File: src/rtl/voice_allocator_if.sv
// Note-event handshake between the MIDI decoder (master) and the voice allocator (slave).
interface voice_allocator_if #(
    parameter int NOTE_WIDTH = 7,
    parameter int VEL_WIDTH  = 7
);
    logic                  event_valid;
    logic                  event_ready;
    logic                  event_on;
    logic [NOTE_WIDTH-1:0] event_note;
    logic [VEL_WIDTH-1:0]  event_velocity;

    modport master (
        output event_valid,
        output event_on,
        output event_note,
        output event_velocity,
        input  event_ready
    );

    modport slave (
        input  event_valid,
        input  event_on,
        input  event_note,
        input  event_velocity,
        output event_ready
    );
endinterface

File: src/rtl/voice_allocator.sv
// Polyphonic voice allocator: takes one note ON/OFF event at a time, scans the
// voices one per cycle, then retriggers a matching voice, takes a free one, or
// handles a full bank. Optional feature macro VOICE_ALLOC_STEAL_EN: when
// defined, a full bank steals the oldest voice; otherwise the ON is dropped.
module voice_allocator #(
    parameter int NUM_VOICES = 4,
    parameter int NOTE_WIDTH = 7,
    parameter int VEL_WIDTH  = 7
) (
    input  logic                             clock_50_000_000,
    input  logic                             reset,
    voice_allocator_if.slave                 evt,
    output logic [NUM_VOICES-1:0]            voice_gate,
    output logic [NUM_VOICES*NOTE_WIDTH-1:0] voice_note,
    output logic [NUM_VOICES*VEL_WIDTH-1:0]  voice_velocity,
    output logic [NUM_VOICES-1:0]            voice_trigger,
    output logic                             event_dropped
);
    localparam int               IDX_W    = $clog2(NUM_VOICES);
    localparam int               AGE_W    = IDX_W + 1;
    localparam logic [IDX_W-1:0] LAST_IDX = IDX_W'(NUM_VOICES - 1);
    localparam logic [AGE_W-1:0] AGE_MAX  = '1;

    typedef enum logic [1:0] {IDLE, SCAN, APPLY} state_t;

    state_t                state;
    logic [IDX_W-1:0]      idx;

    // Per-voice state; gate is kept directly in voice_gate.
    logic [NOTE_WIDTH-1:0] note_q [NUM_VOICES];
    logic [VEL_WIDTH-1:0]  vel_q  [NUM_VOICES];
    logic [AGE_W-1:0]      age_q  [NUM_VOICES];

    // Event latched at acceptance; the bus is ignored until the next IDLE.
    logic                  ev_on_q;
    logic [NOTE_WIDTH-1:0] ev_note_q;
    logic [VEL_WIDTH-1:0]  ev_vel_q;

    // Scan results.
    logic                  match_found;
    logic [IDX_W-1:0]      match_idx;
    logic                  free_found;
    logic [IDX_W-1:0]      free_idx;
`ifdef VOICE_ALLOC_STEAL_EN
    logic [IDX_W-1:0]      old_idx;
    logic [AGE_W-1:0]      old_age;
`endif

    // Decision taken in APPLY.
    logic                  do_alloc;
    logic                  do_release;
    logic                  do_drop;
    logic [IDX_W-1:0]      target_idx;

    assign evt.event_ready = (state == IDLE) && !reset;

    for (genvar g = 0; g < NUM_VOICES; g++) begin : g_pack
        assign voice_note[g*NOTE_WIDTH +: NOTE_WIDTH] = note_q[g];
        assign voice_velocity[g*VEL_WIDTH +: VEL_WIDTH] = vel_q[g];
    end

    // Pick the voice an event acts on: match first, then free, then full-bank policy.
    always_comb begin
        // NOTE: every output of this block gets a default first, so no path leaves it holding a stale value (no latch).
        do_alloc   = 1'b0;
        do_release = 1'b0;
        do_drop    = 1'b0;
        target_idx = match_idx;
        if (ev_on_q) begin
            if (match_found) begin
                do_alloc = 1'b1;
            end else if (free_found) begin
                do_alloc   = 1'b1;
                target_idx = free_idx;
            end else begin
`ifdef VOICE_ALLOC_STEAL_EN
                do_alloc   = 1'b1;
                target_idx = old_idx;
`else
                do_drop    = 1'b1;
`endif
            end
        end else begin
            do_release = match_found;
        end
    end

    // Allocator FSM: accept, scan one voice per cycle, apply, with registered outputs.
    always_ff @(posedge clock_50_000_000) begin
        if (reset) begin
            state         <= IDLE;
            idx           <= '0;
            ev_on_q       <= 1'b0;
            ev_note_q     <= '0;
            ev_vel_q      <= '0;
            match_found   <= 1'b0;
            match_idx     <= '0;
            free_found    <= 1'b0;
            free_idx      <= '0;
`ifdef VOICE_ALLOC_STEAL_EN
            old_idx       <= '0;
            old_age       <= '0;
`endif
            voice_gate    <= '0;
            voice_trigger <= '0;
            event_dropped <= 1'b0;
            // NOTE: the voice arrays are reset like plain registers; they are small flops, not RAM, and the outputs must read 0 after reset.
            for (int i = 0; i < NUM_VOICES; i++) begin
                note_q[i] <= '0;
                vel_q[i]  <= '0;
                age_q[i]  <= '0;
            end
        end else begin
            // NOTE: non-blocking assignments throughout, so every read below sees the pre-edge state.
            voice_trigger <= '0;
            event_dropped <= 1'b0;
            unique case (state)
                IDLE: begin
                    if (evt.event_valid) begin
                        ev_on_q     <= evt.event_on;
                        ev_note_q   <= evt.event_note;
                        ev_vel_q    <= evt.event_velocity;
                        match_found <= 1'b0;
                        match_idx   <= '0;
                        free_found  <= 1'b0;
                        free_idx    <= '0;
`ifdef VOICE_ALLOC_STEAL_EN
                        old_idx     <= '0;
                        old_age     <= '0;
`endif
                        idx         <= '0;
                        state       <= SCAN;
                    end
                end
                SCAN: begin
                    if (!match_found && voice_gate[idx] && note_q[idx] == ev_note_q) begin
                        match_found <= 1'b1;
                        match_idx   <= idx;
                    end
                    if (!free_found && !voice_gate[idx]) begin
                        free_found <= 1'b1;
                        free_idx   <= idx;
                    end
`ifdef VOICE_ALLOC_STEAL_EN
                    // Strictly greater, so equal ages keep the lower index.
                    if (age_q[idx] > old_age) begin
                        old_age <= age_q[idx];
                        old_idx <= idx;
                    end
`endif
                    if (idx == LAST_IDX) begin
                        state <= APPLY;
                    end else begin
                        idx <= idx + 1'b1;
                    end
                end
                APPLY: begin
                    if (do_alloc) begin
                        for (int i = 0; i < NUM_VOICES; i++) begin
                            if (IDX_W'(i) == target_idx) begin
                                voice_gate[i]    <= 1'b1;
                                note_q[i]        <= ev_note_q;
                                vel_q[i]         <= ev_vel_q;
                                age_q[i]         <= '0;
                                voice_trigger[i] <= 1'b1;
                            end else if (voice_gate[i] && age_q[i] != AGE_MAX) begin
                                age_q[i] <= age_q[i] + 1'b1;
                            end
                        end
                    end
                    if (do_release) begin
                        voice_gate[match_idx] <= 1'b0;
                    end
                    event_dropped <= do_drop;
                    state         <= IDLE;
                end
                default: state <= IDLE;
            endcase
        end
    end
endmodule

File: src/flat_wrapper.sv
// flat-port wrapper written by rule: the top's interface ports become plain ports
module voice_allocator_flat 
#(
    parameter int NUM_VOICES = 4,
    parameter int NOTE_WIDTH = 7,
    parameter int VEL_WIDTH  = 7
)
  (clock_50_000_000, reset, voice_gate, voice_note, voice_velocity, voice_trigger, event_dropped, evt_event_valid, evt_event_on, evt_event_note, evt_event_velocity, evt_event_ready);
  voice_allocator_if #(.NOTE_WIDTH(NOTE_WIDTH), .VEL_WIDTH(VEL_WIDTH)) evt_i ();
  input  logic clock_50_000_000;
  input  logic reset;
  output logic [NUM_VOICES-1:0] voice_gate;
  output logic [NUM_VOICES*NOTE_WIDTH-1:0] voice_note;
  output logic [NUM_VOICES*VEL_WIDTH-1:0] voice_velocity;
  output logic [NUM_VOICES-1:0] voice_trigger;
  output logic event_dropped;
  input wire logic [$bits(evt_i.event_valid)-1:0] evt_event_valid;
  input wire logic [$bits(evt_i.event_on)-1:0] evt_event_on;
  input wire logic [$bits(evt_i.event_note)-1:0] evt_event_note;
  input wire logic [$bits(evt_i.event_velocity)-1:0] evt_event_velocity;
  output wire logic [$bits(evt_i.event_ready)-1:0] evt_event_ready;
  assign evt_i.event_valid = evt_event_valid;
  assign evt_i.event_on = evt_event_on;
  assign evt_i.event_note = evt_event_note;
  assign evt_i.event_velocity = evt_event_velocity;
  assign evt_event_ready = evt_i.event_ready;
  voice_allocator #(.NUM_VOICES(NUM_VOICES), .NOTE_WIDTH(NOTE_WIDTH), .VEL_WIDTH(VEL_WIDTH)) u_core (.clock_50_000_000(clock_50_000_000), .reset(reset), .evt(evt_i), .voice_gate(voice_gate), .voice_note(voice_note), .voice_velocity(voice_velocity), .voice_trigger(voice_trigger), .event_dropped(event_dropped));
endmodule
File: config.mk
export PLATFORM = sky130hd
export DESIGN_NAME = voice_allocator_flat
export DESIGN_NICKNAME = d
export VERILOG_FILES = /design/src/rtl/voice_allocator_if.sv /design/src/rtl/voice_allocator.sv /design/src/flat_wrapper.sv
export SDC_FILE = /design/constraint.sdc
export NUM_CORES = 1
export LEC_CHECK = 0
export ABC_AREA = 1
export ABC_CLOCK_PERIOD_IN_PS = 1620
export CAP_MARGIN = 20
export CELL_PAD_IN_SITES_DETAIL_PLACEMENT = 0
export CELL_PAD_IN_SITES_GLOBAL_PLACEMENT = 1
export CORE_AREA = 2 2 127 129
export DETAILED_ROUTE_END_ITERATION = 10
export DIE_AREA = 0 0 129 131
export PLACE_DENSITY_LB_ADDON = 0.1
export SYNTH_ARGS = -nofsm -noshare
export SYNTH_HDL_FRONTEND = slang
export SYNTH_SLANG_ARGS = --single-unit
File: constraint.sdc
create_clock -name clock_50_000_000 -period 1.62 [get_ports clock_50_000_000]
set_input_delay 0.324 -clock clock_50_000_000 [delete_from_list [all_inputs] [get_ports clock_50_000_000]]
set_output_delay 0.324 -clock clock_50_000_000 [all_outputs]
set_load 0.01 [all_outputs]
# Word-level counts from Yosys, hierarchy flattened
# Memories as Yosys holds them, arrays and structs flattened. A register that Yosys moved wholly into a read port is not among the register bits.
# Index checks and enable logic that the tools add are counted.
# totals
reg_bits	34
wordCells	129
memories	2
ramBits	56
# memory_table
name	words	width	rd	rd_clocked_by_memory_dff	wr	line	source
u_core.note_q	4	7	5	1	4	voice_allocator.sv:30	logic [NOTE_WIDTH-1:0] note_q [NUM_VOICES];
u_core.vel_q	4	7	4	0	4	voice_allocator.sv:31	logic [VEL_WIDTH-1:0] vel_q [NUM_VOICES];
# classes
magnitude_cmp	3
reduce_logical	19
mux	67
n_bitwise	13
eq_ne	12
n_addsub	1
# ops
cell	count
7-bit two-way mux	8
1-bit two-way mux	36
2-bit two-way mux	11
4-bit two-way mux	4
2-bit case mux with 2 select lines	4
3-bit AND reduction	3
1-bit bitwise OR	8
7-bit == test	1
2-bit by 3-bit < comparator with 1-bit output (second input constant)	2
2-bit by 1-bit inequality test with 1-bit output (second input constant)	3
1-bit logical AND	5
4-bit AND	1
2-bit == test (first input constant)	2
2-bit == test (second input constant)	2
1-bit logical NOT	4
2-bit logical NOT	2
2-bit inequality test (second input constant)	2
4-bit inverter	1
1-bit case mux with 2 select lines	2
2-bit AND reduction	2
4-bit OR reduction	1
1-bit inverter	3
3-bit OR reduction	1
2-bit by 1-bit adder with 2-bit output (second input constant)	1
6 further kinds	6

# Logic depth before layout (Yosys ltp)
# Gate-level depths: netlist of the first run.
# logic_depth
ltp_word	10
depth_mapped	14
depth_no_buf	13

# Worst setup path after synthesis of the first run
# Ideal clock, no wire load.
# synth_timing
path_type	register to register
start	reg u_core.match_found
end	mem u_core.note_q[0][0], enable pin
period_less_slack_ns	1.639
slack_ns	-0.019
t_arrival_ns	1.278
setup_time_ns	0.361
stages_incl_launch_ff	8
cell_sequence	dfxtp_1 -> inv_2 -> nand3_2 -> o21ai_2 -> inv_2 -> nor3_2 -> inv_2 -> nand2_1
# synth_rtl
item	line	source
start: declaration	voice_allocator.sv:40	logic match_found;
start signal: assignment	voice_allocator.sv:96	match_found <= 1'b0;
start signal: assignment	voice_allocator.sv:123	match_found <= 1'b0;
start signal: assignment	voice_allocator.sv:137	match_found <= 1'b1;
end: declaration	voice_allocator.sv:30	

==> impl_metrics.csv, run 1 <==
group,metric,value,unit
yosys,yosysSeqAreaShare,0.631,
floorplan,die_w,129,um
sta,fin_crit,1620,ps
power,power.leakage,2.41,nW
yosys,synth_edf_count,56,
power,power_frac_clock,0.385,
layout,antenna_cells,0,
hold_path,hp-class,"input port to flip-flop",
sta,setup_slack,-1.40,ps
worst_setup_path,critPathLaunch,"u_core.match_found",
sta,clock.fmax,0.617,GHz
yosys,yosysTopAreaCellShare,0.442,
clocking,cts_made_buffers,9,
run,maxCapViolations,0,
yosys,synthTopCellsByArea,"edfxtp_1, dfxtp_1, nand2_1",
worst_setup_path,cp-start-kind,"flip-flop",
floorplan,fp.dieH,131,um
sta,skew,8.74,ps
clocking,clk_path_buf_depth,2,
sta,setup_viol,1,
power,p_sw,1.47,mW
floorplan,rows,46,
placement,dp_hpwl,8.66,mm
global_routing,grt_pass1_wl,17.6,mm
drt,ant_nets,0,
clocking,clk_pin_slew_worst_paths,70,ps
worst_setup_path,worst_r2r_endpoint,"u_core.note_q[0][1]",
clocking,h-tree-depth,3,
power,p_comb_frac,0.139,
sta,maxSlewHeadroom,0.799,
global_routing,grt_max_degree,19,
sta,grt_setup_unrepaired,"true",
drt,drtIter0Drc,131,
worst_setup_path,cp_max_fo,6,
clocking,clock_latency,350,ps
floorplan,die_area,16900,um2
power,p_sw_frac,0.263,
power,finalPower,5.57,mW
placement,gp_congestion,0.724,
global_routing,antenna_found_initial,0,
placement,dp_cells,731,
yosys,synth_top_cell_by_area,"edfxtp_1",
yosys,ys_types,24,
layout,final_layout_size_suffix_gt1_frac,0.261,
layout,fin_cells,753,
worst_setup_path,r2r-start,"u_core.match_found",
sta,hold_viol,0,
yosys,syn-num-nets,424,
floorplan,ios,84,
layout,synthToLayoutAreaGrowth,54.1,%
clocking,hold_buffers,0,
yosys,synthCells,405,
hold_path,worstHoldPathCells,3,
floorplan,core_area,15600,um2
power,p_int,4.10,mW
yosys,netlist_top_cells_count,"nand2_1, nor2_1, edfxtp_1",
global_routing,grt_pass1_vias,3141,
sta,worst_pin_slew,298,ps
worst_setup_path,crit_arrival,1840,ps
power,irDropWorstVdd,0.000476,V
global_routing,grt_overflow,0,
yosys,ys_async_sr_fraction,0,
layout,nets,551,
worst_setup_path,cp.required,1840,ps
worst_setup_path,reg2regPathDepth,10,
floorplan,initial_core_util,0.244,
hold_path,min-delay-start,"reset",
drt,dr.pass1.iters,5,
clocking,cts_root_buf,"clkbuf_16",
yosys,yosys_warnings,0,
drt,drc_errors,0,
sta,fin_crit_sh,1.00,
drt,drt-total-wl,12.0,mm
power,power_density,950,nW/um2
hold_path,holdPathEnd,"u_core.match_found",
worst_setup_path,reg2reg_slack,-1,ps
worst_setup_path,crit_path_end_kind,"flip-flop",
clocking,clock_sinks,92,
drt,vias_per_cell,4.17,
yosys,syn_area,3800,um2
yosys,ys_ff_latch,92,
placement,placed_area,5220,um2
drt,post_drt_wl_per_cell,16.0,um
layout,fill_cells,1631,
layout,final_area,5860,um2
yosys,synth_flop_cell,"edfxtp_1",
outcome,violations,"setup timing",
worst_setup_path,path_class,"flip-flop to flip-flop",
yosys,avgSynthCellArea,9.39,um2
clocking,tritoncts,"yes",
global_routing,track_usage,0.143,
sta,report.final.slew_viol_count,0,
placement,numPortBuffers,83,
yosys,yosysMostFrequentCell,"nand2_1",
drt,num_vias,3143,
outcome,status,"finished with violations",
power,pwr-share-seq,0.476,
logic make-up after synthesis:
family | count (synthesis) | share of synthesized area
simple gates | 211 | 0.240
buf+inv | 56 | 0.0635
fa+ha+maj | 1 | 0.00329
flops | 92 | 0.631
compound gates | 45 | 0.0621
sequential cells by signal, indices dropped and copies added (netlist names), named ones only:
signal	count
u_core.match_idx	2
u_core.ev_note_q	7
u_core.free_found	1
u_core.voice_gate	4
u_core.event_dropped	1
u_core.match_found	1
u_core.ev_on_q	1
u_core.note_q	28
u_core.state	2
u_core.ev_vel_q	7
u_core.vel_q	28
u_core.free_idx	2
u_core.idx	2
u_core.voice_trigger	4
how the worst max path moves through the flow:
stage	to	slack, ps	cells past startpoint
floorplan	u_core.note_q[1][0]	90	8
global placement	u_core.note_q[1][3]	-290	5
detailed placement	u_core.note_q[1][4]	-330	5
CTS	u_core.vel_q[0][1]	0.2	9
global route	u_core.match_idx[1]	-100	12
finish	u_core.note_q[0][1]	-1	10
critical path: stages, from the launching register on:
cell and delay, ps:
dfxtp_2 330, inv_2 80, nand3_4 100, o21ai_4 220, inv_2 90, nor3_4 150
inv_2 80, nor2_4 140, inv_4 70, clkbuf_16 170, nor2_2 80
per-stage QoR:
stage | hold slack, ps | setup WS, ps | utilization | setup TNS [ps]
floorplan | 396 | 93.6 | - | 0
global placement | 514 | -291 | 0.334 | -24370
detailed placement | 517 | -332 | 0.334 | -28120
CTS | 522 | 0.171 | 0.354 | 0
global route | 506 | -95.8 | 0.376 | -1530
finish | 501 | -1.40 | 0.376 | -1.40
cells in the final DEF, fill, tap and decap left out, types with 11 or more instances in the layout:
cell type        synthesis  final
clkdlybuf4s50_1          0     56
nand3_2                  5     15
buf_4                    1     32
inv_1                   30     30
dlygate4sd2_1            0     17
a21oi_1                 21     21
edfxtp_1                56     56
nand2_2                  0     18
nand3_1                 30     17
clkbuf_16                0     11
nor2_1                  78     65
nor2_2                  10     14
dfxtp_1                 36     32
nand2_1                 79     61
o21ai_0                 19     19
area by class of cell:
class	count	area, um2	share of cell area
tap	216	270	0.0461
timing repair buffer	129	1330	0.226
sequential	92	2410	0.411
multi-input combinational	257	1390	0.237
clock buffer	9	225	0.0384
clock inverter	7	72.6	0.0124
inverter	43	171	0.0292
power by group through the flow:
stage               clock network, mW  registers, mW  logic, mW
finish                           2.14           2.65      0.773
global placement                    0           2.70      0.699
CTS                              2.20           2.65      0.705
global route                     2.29           2.67      0.851
detailed placement                  0           2.70      0.703
floorplan                           0           2.70      0.352
per-layer routing:
| layer | global-route usage | share of wire | vias up |
|---|---|---|---|
| met5 | 0 | 0 | - |
| met4 | 0.0460 | 0.010 | 0 |
| met3 | 0.0326 | 0.036 | 9 |
| met2 | 0.242 | 0.50 | 54 |
| met1 | 0.183 | 0.46 | 1503 |
| li1 | - | - | 1577 |
repair_timing:
action	CTS	global route
buffers inserted	0	4
resized for setup	28	73
pin swaps	0	32
setup endpoints to repair	60	125
cloned	0	2
Note: power is estimated with default switching activity, not from simulation.
==> run 2, diff against run 1 <==
--- a/config.mk
+++ b/config.mk
@@ -13,7 +13,9 @@
 export CORE_AREA = 2 2 127 129
 export DETAILED_ROUTE_END_ITERATION = 10
 export DIE_AREA = 0 0 129 131
+export MAX_ROUTING_LAYER = met4
 export PLACE_DENSITY_LB_ADDON = 0.1
 export SYNTH_ARGS = -nofsm -noshare
 export SYNTH_HDL_FRONTEND = slang
 export SYNTH_SLANG_ARGS = --single-unit
+export TNS_END_PERCENT = 100
==> run 2 against run 1 <==
- critical path type unchanged
- die area stayed put
- via count is 0.41% higher
- non-clock buffer count stayed put
- combinational power hardly changed
- routed wire length is 0.14% higher
- the run still ends with setup timing left
- clock power hardly changed
- final area stayed put
- core utilization stayed put
==> impl_metrics.csv, run 2 (synthesis results as in run 1) <==
group,metric,value,unit
sta,worst_pin_slew,298,ps
worst_setup_path,path_class,"flip-flop to flip-flop",
sta,grt_setup_unrepaired,"true",
run,maxCapViolations,0,
drt,vias_per_cell,4.19,
layout,fill_cells,1631,
drt,dr.pass1.iters,4,
worst_setup_path,crit_arrival,1840,ps
worst_setup_path,cpMaxStageDelayCell,"dfxtp_2",
clocking,h-tree-depth,3,
global_routing,antenna_found_initial,0,
outcome,status,"finished with violations",
drt,drtIter0Drc,122,
global_routing,grt_max_degree,19,
hold_path,holdPathEnd,"u_core.match_found",
sta,maxSlewHeadroom,0.799,
layout,nets,551,
floorplan,initial_core_util,0.244,
power,irDropWorstVdd,0.000477,V
layout,reg_top3,"u_core.note_q (28), u_core.vel_q (28)",
worst_setup_path,reg2reg_slack,-5,ps
power,power.leakage,2.41,nW
drt,num_vias,3156,
power,power_density,950,nW/um2
hold_path,worstHoldPathCells,3,
global_routing,grt_pass1_vias,3147,
sta,report.final.slew_viol_count,0,
hold_path,min-delay-start,"reset",
floorplan,ios,84,
floorplan,die_area,16900,um2
worst_setup_path,cp_max_fo,6,
placement,gp_congestion,0.732,
drt,post_drt_wl_per_cell,16.0,um
floorplan,rows,46,
worst_setup_path,worst_r2r_endpoint,"u_core.note_q[0][1]",
worst_setup_path,path_cells,"inv_2 -> nand3_4 -> o21ai_4 -> inv_2 -> nor3_4 -> inv_2 -> nor2_4 -> inv_4 -> clkbuf_16 -> nor2_2",
sta,skew,8.21,ps
clocking,tritoncts,"yes",
placement,numPortBuffers,83,
worst_setup_path,r2r-start,"u_core.match_found",
sta,setup_slack,-4.66,ps
drt,drt-total-wl,12.0,mm
clocking,clk_pin_slew_worst_paths,70,ps
drt,drc_errors,0,
clocking,clk_path_buf_depth,2,
clocking,cts_root_buf,"clkbuf_16",
worst_setup_path,path_buf_inv,5,
floorplan,fp.dieH,131,um
sta,fin_crit,1620,ps
power,finalPower,5.57,mW
sta,clock.fmax,0.616,GHz
layout,final_area,5860,um2
drt,ant_nets,0,
global_routing,track_usage,0.148,
sta,fin_crit_sh,1.00,
outcome,violations,"setup timing",
layout,antenna_cells,0,
global_routing,grt_pass1_wl,17.6,mm
sta,hold_viol,0,
hold_path,hp-class,"input port to flip-flop",
placement,dp_hpwl,8.66,mm
worst_setup_path,cpPeakStageDelay,330,ps
placement,placed_area,5220,um2
layout,synthToLayoutAreaGrowth,54.1,%
clocking,clock_latency,350,ps
floorplan,core_area,15600,um2
clocking,hold_buffers,0,
worst_setup_path,crit_path_end_kind,"flip-flop",
global_routing,grt_overflow,0,
sta,hold-worst-slack,503,ps
layout,final_common_cell,"nor2_1",
layout,final_util,0.376,
clocking,clock_sinks,92,
placement,dpl_worst_slack,-332,ps
clocking,cts_made_buffers,9,
layout,final_layout_size_suffix_gt1_frac,0.261,
worst_setup_path,cp-start-kind,"flip-flop",
worst_setup_path,reg2regPathDepth,10,
floorplan,die_w,129,um
worst_setup_path,crit_top_cell,"inv_2",
worst_setup_path,cp.required,1840,ps
worst_setup_path,worst-path-stages,10,
worst_setup_path,path_delay_family,"buffers and inverters",
layout,final_cell_mix,"nor2_1, nand2_1, clkdlybuf4s50_1, edfxtp_1",
sta,setup_viol,1,
run 2: cell counts in the layout (fill, tap and decap cells not counted):
Identical to the previous run, type by type.
run 2: stage by stage:
step,cells,setup TNS (ps)
floorplan,405,0
global placement,731,-24370
detailed placement,731,-28120
CTS,747,0
global route,753,-1530
finish,753,-4.66
run 2: report_power, final:
| group | total (mW) | switching, mW | leakage (nW) | internal (mW) |
|---|---|---|---|---|
| combinational | 0.774 | 0.458 | 1.39 | 0.317 |
| sequential | 2.65 | 0.0728 | 0.876 | 2.58 |
| clock | 2.14 | 0.935 | 0.150 | 1.21 |
| total | 5.57 | 1.47 | 2.41 | 4.10 |
run 2: area by class of cell:
type                       instances  area (um2)  share of cell area
multi-input combinational        257        1390               0.237
inverter                          43         171              0.0292
tap                              216         270              0.0461
clock buffer                       9         225              0.0384
sequential                        92        2410               0.411
timing repair buffer             129        1330               0.226
clock inverter                     7        72.6              0.0124
run 2: worst max-delay path by stage:
stage / slack (ps) / startpoint / end
6_report: -5 / u_core.match_found / u_core.note_q[0][1]
5_1_grt: -100 / flip-flop / u_core.match_idx[1]
4_1_cts: 0.2 / u_core.free_found / u_core.vel_q[0][1]
3_5_place_dp: -330 / reset / u_core.note_q[1][4]
3_3_place_gp: -290 / reset / u_core.note_q[1][3]
2_1_floorplan: 90 / u_core.match_found / u_core.note_q[1][0]
run 2: worst reg2reg max path, stage by stage (launching register included):
cell and delay (ps):
dfxtp_2 330, inv_2 80, nand3_4 100, o21ai_4 220, inv_2 90, nor3_4 150, inv_2 80, nor2_4 140
inv_4 70, clkbuf_16 170, nor2_2 80
run 2: what timing repair did:
| action | in CTS | in global routing |
|---|---|---|
| buffers inserted | 0 | 4 |
| hold endpoints to repair | 0 | 0 |
| setup endpoints to repair | 60 | 125 |
| gates cloned | 0 | 2 |
| pin swaps | 0 | 32 |
| gates resized for setup | 28 | 73 |
run 2: per-layer routing:
metal  up-vias  track usage  part of all wire
met5         -            -                 0
met4         0       0.0460            0.0098
met3         9       0.0326             0.033
met2        54        0.242              0.50
met1      1513        0.183              0.46
li1       1580            -                 -
